[src/rtl/trace_ctrl_pkg.sv]
// trace_ctrl_pkg: shared types and helpers for the trace capture sequencer.
// Holds the capture state enum, the trace depth legality check and the
// masked trigger-match function used by trace_trig_match.
package trace_ctrl_pkg;

  typedef enum logic [1:0] {
    IDLE  = 2'd0,
    ARMED = 2'd1,
    POST  = 2'd2,
    DONE  = 2'd3
  } state_t;

  // Widest trigger bus the match helper handles; callers zero-extend.
  localparam int MATCH_W = 32;

  // Trace depth must be a power of two so the write pointer wraps for free.
  function automatic bit depth_ok(int depth);
    return (depth >= 4) && ((depth & (depth - 1)) == 0);
  endfunction

  // Mask bit 1 = compare, 0 = don't care. A disabled bus never matches.
  function automatic logic masked_match(logic en, logic [MATCH_W-1:0] din,
                                        logic [MATCH_W-1:0] value,
                                        logic [MATCH_W-1:0] mask);
    return en && (((din ^ value) & mask) == '0);
  endfunction

endpackage

[src/rtl/trace_trig_match.sv]
// trace_trig_match: masked trigger comparator producing a single fire bit.
// Build option TRACE_CAPTURE_CTRL_EDGE_EN: fire only on a rising match
// (match now, none last cycle); otherwise fire on every matching cycle.
module trace_trig_match
  import trace_ctrl_pkg::*;
#(
  parameter int DATA_W = 6
) (
  input  logic              clk,
  input  logic              reset,
  input  logic              restart,
  input  logic              trigger_en,
  input  logic [DATA_W-1:0] trigger_din,
  input  logic [DATA_W-1:0] trig_value,
  input  logic [DATA_W-1:0] trig_mask,
  output logic              fire
);

  logic match;

  assign match = masked_match(trigger_en, MATCH_W'(trigger_din),
                              MATCH_W'(trig_value), MATCH_W'(trig_mask));

`ifdef TRACE_CAPTURE_CTRL_EDGE_EN
  logic prev_match;

  // Remember last cycle's match for rising-edge detection.
  always_ff @(posedge clk) begin
    if (reset) prev_match <= 1'b0;
    else       prev_match <= match;
  end

  // The arm cycle ignores history, so a level already present at arm fires.
  assign fire = match && (restart || !prev_match);
`else
  logic unused_ok;
  assign unused_ok = ^{clk, reset, restart};
  assign fire      = match;
`endif

endmodule

[src/rtl/trace_capture_ctrl.sv]
// trace_capture_ctrl: logic-analyzer capture sequencer. Streams trace_din
// into a circular trace RAM while armed, latches the trigger address on a
// masked match, writes post_count more samples, then stops with RAM stable.
// Build option TRACE_CAPTURE_CTRL_EDGE_EN selects rising-edge triggering.
module trace_capture_ctrl
  import trace_ctrl_pkg::*;
#(
  parameter int DATA_W = 6,
  parameter int DEPTH  = 64,
  parameter int ADDR_W = $clog2(DEPTH)
) (
  input  logic              clk,
  input  logic              reset,
  input  logic              arm,
  input  logic              stop,
  input  logic [DATA_W-1:0] trig_value,
  input  logic [DATA_W-1:0] trig_mask,
  input  logic [ADDR_W-1:0] post_count,
  input  logic [DATA_W-1:0] trigger_din,
  input  logic              trigger_en,
  input  logic [DATA_W-1:0] trace_din,
  output logic              wr_en,
  output logic [ADDR_W-1:0] wr_addr,
  output logic [DATA_W-1:0] wr_data,
  output logic              busy,
  output logic              triggered,
  output logic              trigger_out,
  output logic [ADDR_W-1:0] trig_addr,
  output logic              wrapped,
  output logic              done
);

  if (!depth_ok(DEPTH)) begin : g_depth_chk
    $error("trace_capture_ctrl: DEPTH must be a power of two >= 4");
  end

  state_t            state;
  logic [ADDR_W-1:0] wr_ptr;
  logic [ADDR_W-1:0] post_left;
  logic [ADDR_W-1:0] cur_ptr;
  logic              restart;
  logic              write_now;
  logic              fire;
  logic              hit;
  state_t            after_hit;

  // The arm cycle is the first capture cycle: it samples into address 0,
  // which gives the one-cycle arm-to-first-write latency.
  assign restart   = arm && ((state == IDLE) || (state == DONE));
  assign cur_ptr   = restart ? '0 : wr_ptr;
  assign write_now = restart || (((state == ARMED) || (state == POST)) && !stop);
  assign hit       = fire && (restart || ((state == ARMED) && !stop));
  assign after_hit = (post_count == '0) ? DONE : POST;

  trace_trig_match #(.DATA_W(DATA_W)) u_match (
    .clk         (clk),
    .reset       (reset),
    .restart     (restart),
    .trigger_en  (trigger_en),
    .trigger_din (trigger_din),
    .trig_value  (trig_value),
    .trig_mask   (trig_mask),
    .fire        (fire)
  );

  // Capture FSM with registered RAM-side and status outputs.
  always_ff @(posedge clk) begin
    if (reset) begin
      state       <= IDLE;
      wr_ptr      <= '0;
      post_left   <= '0;
      wr_en       <= 1'b0;
      wr_addr     <= '0;
      wr_data     <= '0;
      busy        <= 1'b0;
      triggered   <= 1'b0;
      trigger_out <= 1'b0;
      trig_addr   <= '0;
      wrapped     <= 1'b0;
      done        <= 1'b0;
    end else begin
      wr_en       <= 1'b0;
      trigger_out <= 1'b0;

      if (restart) begin
        busy      <= 1'b1;
        done      <= 1'b0;
        triggered <= 1'b0;
        wrapped   <= 1'b0;
      end

      if (write_now) begin
        wr_en   <= 1'b1;
        wr_addr <= cur_ptr;
        wr_data <= trace_din;
        wr_ptr  <= cur_ptr + 1'b1;
        if (cur_ptr == ADDR_W'(DEPTH - 1)) wrapped <= 1'b1;
      end

      // Only one trigger per capture; post_count is frozen here.
      if (hit) begin
        triggered   <= 1'b1;
        trigger_out <= 1'b1;
        trig_addr   <= cur_ptr;
        post_left   <= post_count;
      end

      case (state)
        IDLE: begin
          if (arm) state <= hit ? after_hit : ARMED;
        end
        ARMED: begin
          if (stop) begin
            state <= DONE;
            done  <= 1'b1;
            busy  <= 1'b0;
          end else if (hit) begin
            state <= after_hit;
          end
        end
        POST: begin
          if (stop) begin
            state <= DONE;
            done  <= 1'b1;
            busy  <= 1'b0;
          end else begin
            post_left <= post_left - 1'b1;
            if (post_left == ADDR_W'(1)) state <= DONE;
          end
        end
        DONE: begin
          // done trails the final write strobe by one cycle.
          if (arm) begin
            state <= hit ? after_hit : ARMED;
          end else begin
            done <= 1'b1;
            busy <= 1'b0;
          end
        end
        default: state <= IDLE;
      endcase
    end
  end

endmodule

[config.mk]
export PLATFORM = sky130hd
export DESIGN_NAME = trace_capture_ctrl
export DESIGN_NICKNAME = d
export VERILOG_FILES = /design/src/rtl/trace_ctrl_pkg.sv /design/src/rtl/trace_trig_match.sv /design/src/rtl/trace_capture_ctrl.sv
export SDC_FILE = /design/constraint.sdc
export NUM_CORES = 1
export LEC_CHECK = 0
export CORE_UTILIZATION = 45
export DETAILED_ROUTE_END_ITERATION = 8
export GPL_TIMING_DRIVEN = 0
export PLACE_DENSITY = 0.75
export SLEW_MARGIN = 5
export SYNTH_ARGS = -nofsm -noshare
export SYNTH_HDL_FRONTEND = slang
export SYNTH_SLANG_ARGS = --single-unit
[constraint.sdc]
create_clock -name clk -period 4 [get_ports clk]
set_clock_uncertainty 0.2 [all_clocks]
set_input_delay 0.8 -clock clk [delete_from_list [all_inputs] [get_ports clk]]
set_output_delay 0.8 -clock clk [all_outputs]
set_load 0.02 [all_outputs]
==> metrics <==
status complete, no violations; worst slew pin tran 535 ps; CTS clk-pin slew, worst paths 70 ps; Hold Path Stages 2; CP Cell Sequence clkdlybuf4s50_1, nand2b_1, clkbuf_1, and2_1, ha_1, nand4_1, or3_1, a21oi_1; M2 GR Usage 36.2%; Worst-Skew Late Latency 290 ps; Max VDD drop roughly 340 uV; type of origin of the critical path input pin; drt wl/cell 13.2 um; Area growth syn-to-layout 40.2%; CP Buf/Inv Count 2; die height 65.6 um; Rows 22; # DRC 0; Pre-antenna DRT Iters 4; number of CTS-inserted buffers 5; fraction of layout cells with a size suffix above 1 6.48%; Synth Register Bits 38; Slowest cell on crit path clkdlybuf4s50_1; most frequent cells in the layout clkdlybuf4s50_1 (58), dfxtp_1 (38), nand2_1 (35), nor2_1 (29), a21oi_1 (24); most used routing layer met2; min-delay worst type reg2reg; Worst R2R Path Depth 9; commonest non-fill, non-tap cell in the layout clkdlybuf4s50_1; Ys Warns 0; Final ANT Viol Nets 0; largest net degree at the start of global routing 12; initial drt markers 90; syn_area_per_cell 8.02 um2; max incr delay on CP 490 ps; post-route non-filler standard cell count ~340; DIE AREA 0.00430 mm2; Placed Cells 333; hpwl dp 3350 um; # Post-CTS Setup Buffers 0; Clock Path Buffers 2; GR Util met1 between 20 and 30%; post-layout minimum cycle time 2860 ps; number of H-tree levels 2; CP arrival 2880 ps; PwrDens 535 mW/mm2; I/O Buffers 58; Cells after Synth 227; Leakage Power 0.000928 uW; Nets about 340; relative max-transition margin about 64%; FMAX around 350 MHz; # hold bufs at CTS 0; Tot Pwr 1370 uW; CP max FO 10; RSZ-0062 raised after global routing false; Core Area 0.00377 mm2; Top delay family on crit path simple AND/OR/NAND/NOR gates; Synth cell types between 40 and 50; TritonCTS clock tree built; worst hold slack 254 ps; sequential share of the synthesized area 41.8%; initial antenna violation count 0; MaxCap Viol Count 0; clock sinks 38; max-slew violations 0; # setup viols final 0; Gates resized, CTS repair 0; first-pass GRT wire length 7440 um; DP Area 0.00246 mm2; Tcrit/Tclk final 71.6%; crit path kind in2reg; Routed WL between 4000 and 5000 um; Final Wtd Congestion 0.784; syn nets 270; Levels on crit path 8; number of vias per cell 5.24; initial core utilization about half; met3 GRT Util 5.90%; die width 65.6 um; GR Overflow Total 0; post-route cell area 0.00255 mm2; Fin. Hold Viols 0; CTS root buffer clkbuf_8; Setup crit end kind flip-flop; Total GRT Usage 22.7%; n_diodes 0; vias in the first global route 1657; worst path required time 4020 ps; io pins 59; DR vias 1787; setup TNS 0 ps; Syn Std Cell Area 0.00182 mm2
final cells by class:
cell class | instances | area [um2]
Buffer | 8 | 32.5
Clock buffer | 7 | 86.3
Clock inverter | 1 | 5.00
Fill cell | 331 | 1220
Inverter | 9 | 33.8
Multi-Input combinational cell | 172 | 993
Sequential cell | 38 | 761
Tap cell | 48 | 60.1
Timing Repair Buffer | 58 | 581
registers in the layout, summed over array words and instances, names as in the netlist:
register / cells
wr_addr: 6
trigger_out: 1
done: 1
wr_en: 1
busy: 1
state: 2
wr_data: 6
trig_addr: 6
wr_ptr: 6
triggered: 1
post_left: 6
wrapped: 1
metal layers:
metal,wire (um),up-vias
met4,33,0
met3,255,2
met2,1990,52
met5,0,-
li1,-,923
met1,2220,810
synth_stat cells:
cell type	count	area, um2
a2111oi_0	1	8.76
a211oi_1	3	22.5
a21boi_0	1	7.51
a21o_1	1	7.51
a21oi_1	24	120
a222oi_1	1	10.0
a22oi_1	6	45.0
a311oi_1	2	17.5
a31oi_1	4	25.0
a32oi_1	1	8.76
a41oi_1	1	8.76
and2_1	2	12.5
and3_1	1	6.26
and3_2	1	7.51
buf_2	2	10.0
clkbuf_1	6	22.5
dfxtp_1	38	761
ha_1	8	100
inv_1	9	33.8
mux2_2	1	11.3
nand2_1	35	131
nand2_2	1	6.26
nand2b_1	3	18.8
nand3_1	6	30.0
nand3_2	1	10.0
nand3b_1	1	7.51
nand4_1	1	6.26
nor2_1	29	109
nor2_2	1	6.26
nor2_4	1	11.3
nor2b_1	2	12.5
nor3_1	6	30.0
nor3b_1	1	7.51
nor4_1	3	18.8
o211ai_1	1	7.51
o21ai_0	10	50.1
o221a_2	2	22.5
o221ai_2	1	15.0
or2_2	1	6.26
or3_1	1	6.26
xor2_1	7	61.3
worst reg2reg max path, delay by kind of cell (launching register included):
kind	cells	cell delay (ps)
fa+ha+maj	2	510
flops	1	380
buf+inv	2	440
compound gates	1	140
simple gates	4	880
final timing paths:
path | start | slack, ps | end
max | arm | 1140 | wr_ptr[4]
min | trig_addr[0] | 250 | trig_addr[0]
max reg2reg | state[0] | 1380 | wr_ptr[4]
min reg2reg | trig_addr[0] | 250 | trig_addr[0]
through the flow:
step	worst slack [ps]	util, %
finish	1140	67.7
global route	914	67.7
CTS	1160	67.7
detailed placement	851	65.3
global placement	848	65.3
floorplan	1630	-
cell families after synthesis:
| logic type | synth area share [%] |
|---|---|
| adders and majority gates | 5.50 |
| xor gates and xnor gates | 3.37 |
| muxes | 0.619 |
| buffers and inverters | 3.64 |
| and+or+nand+nor | 24.4 |
| AOI/OAI and AO/OA | 20.7 |
| DFF | 41.8 |
where the power goes:
| part | switching (uW) | leakage, uW | internal [uW] |
|---|---|---|---|
| registers | 48.0 | 0.000309 | 446 |
| logic | 358 | 0.000571 | 242 |
| clock network | 133 | 0.0000482 | 139 |
| total | 539 | 0.000928 | 827 |
No activity file was read; power rests on OpenSTA's default activity.
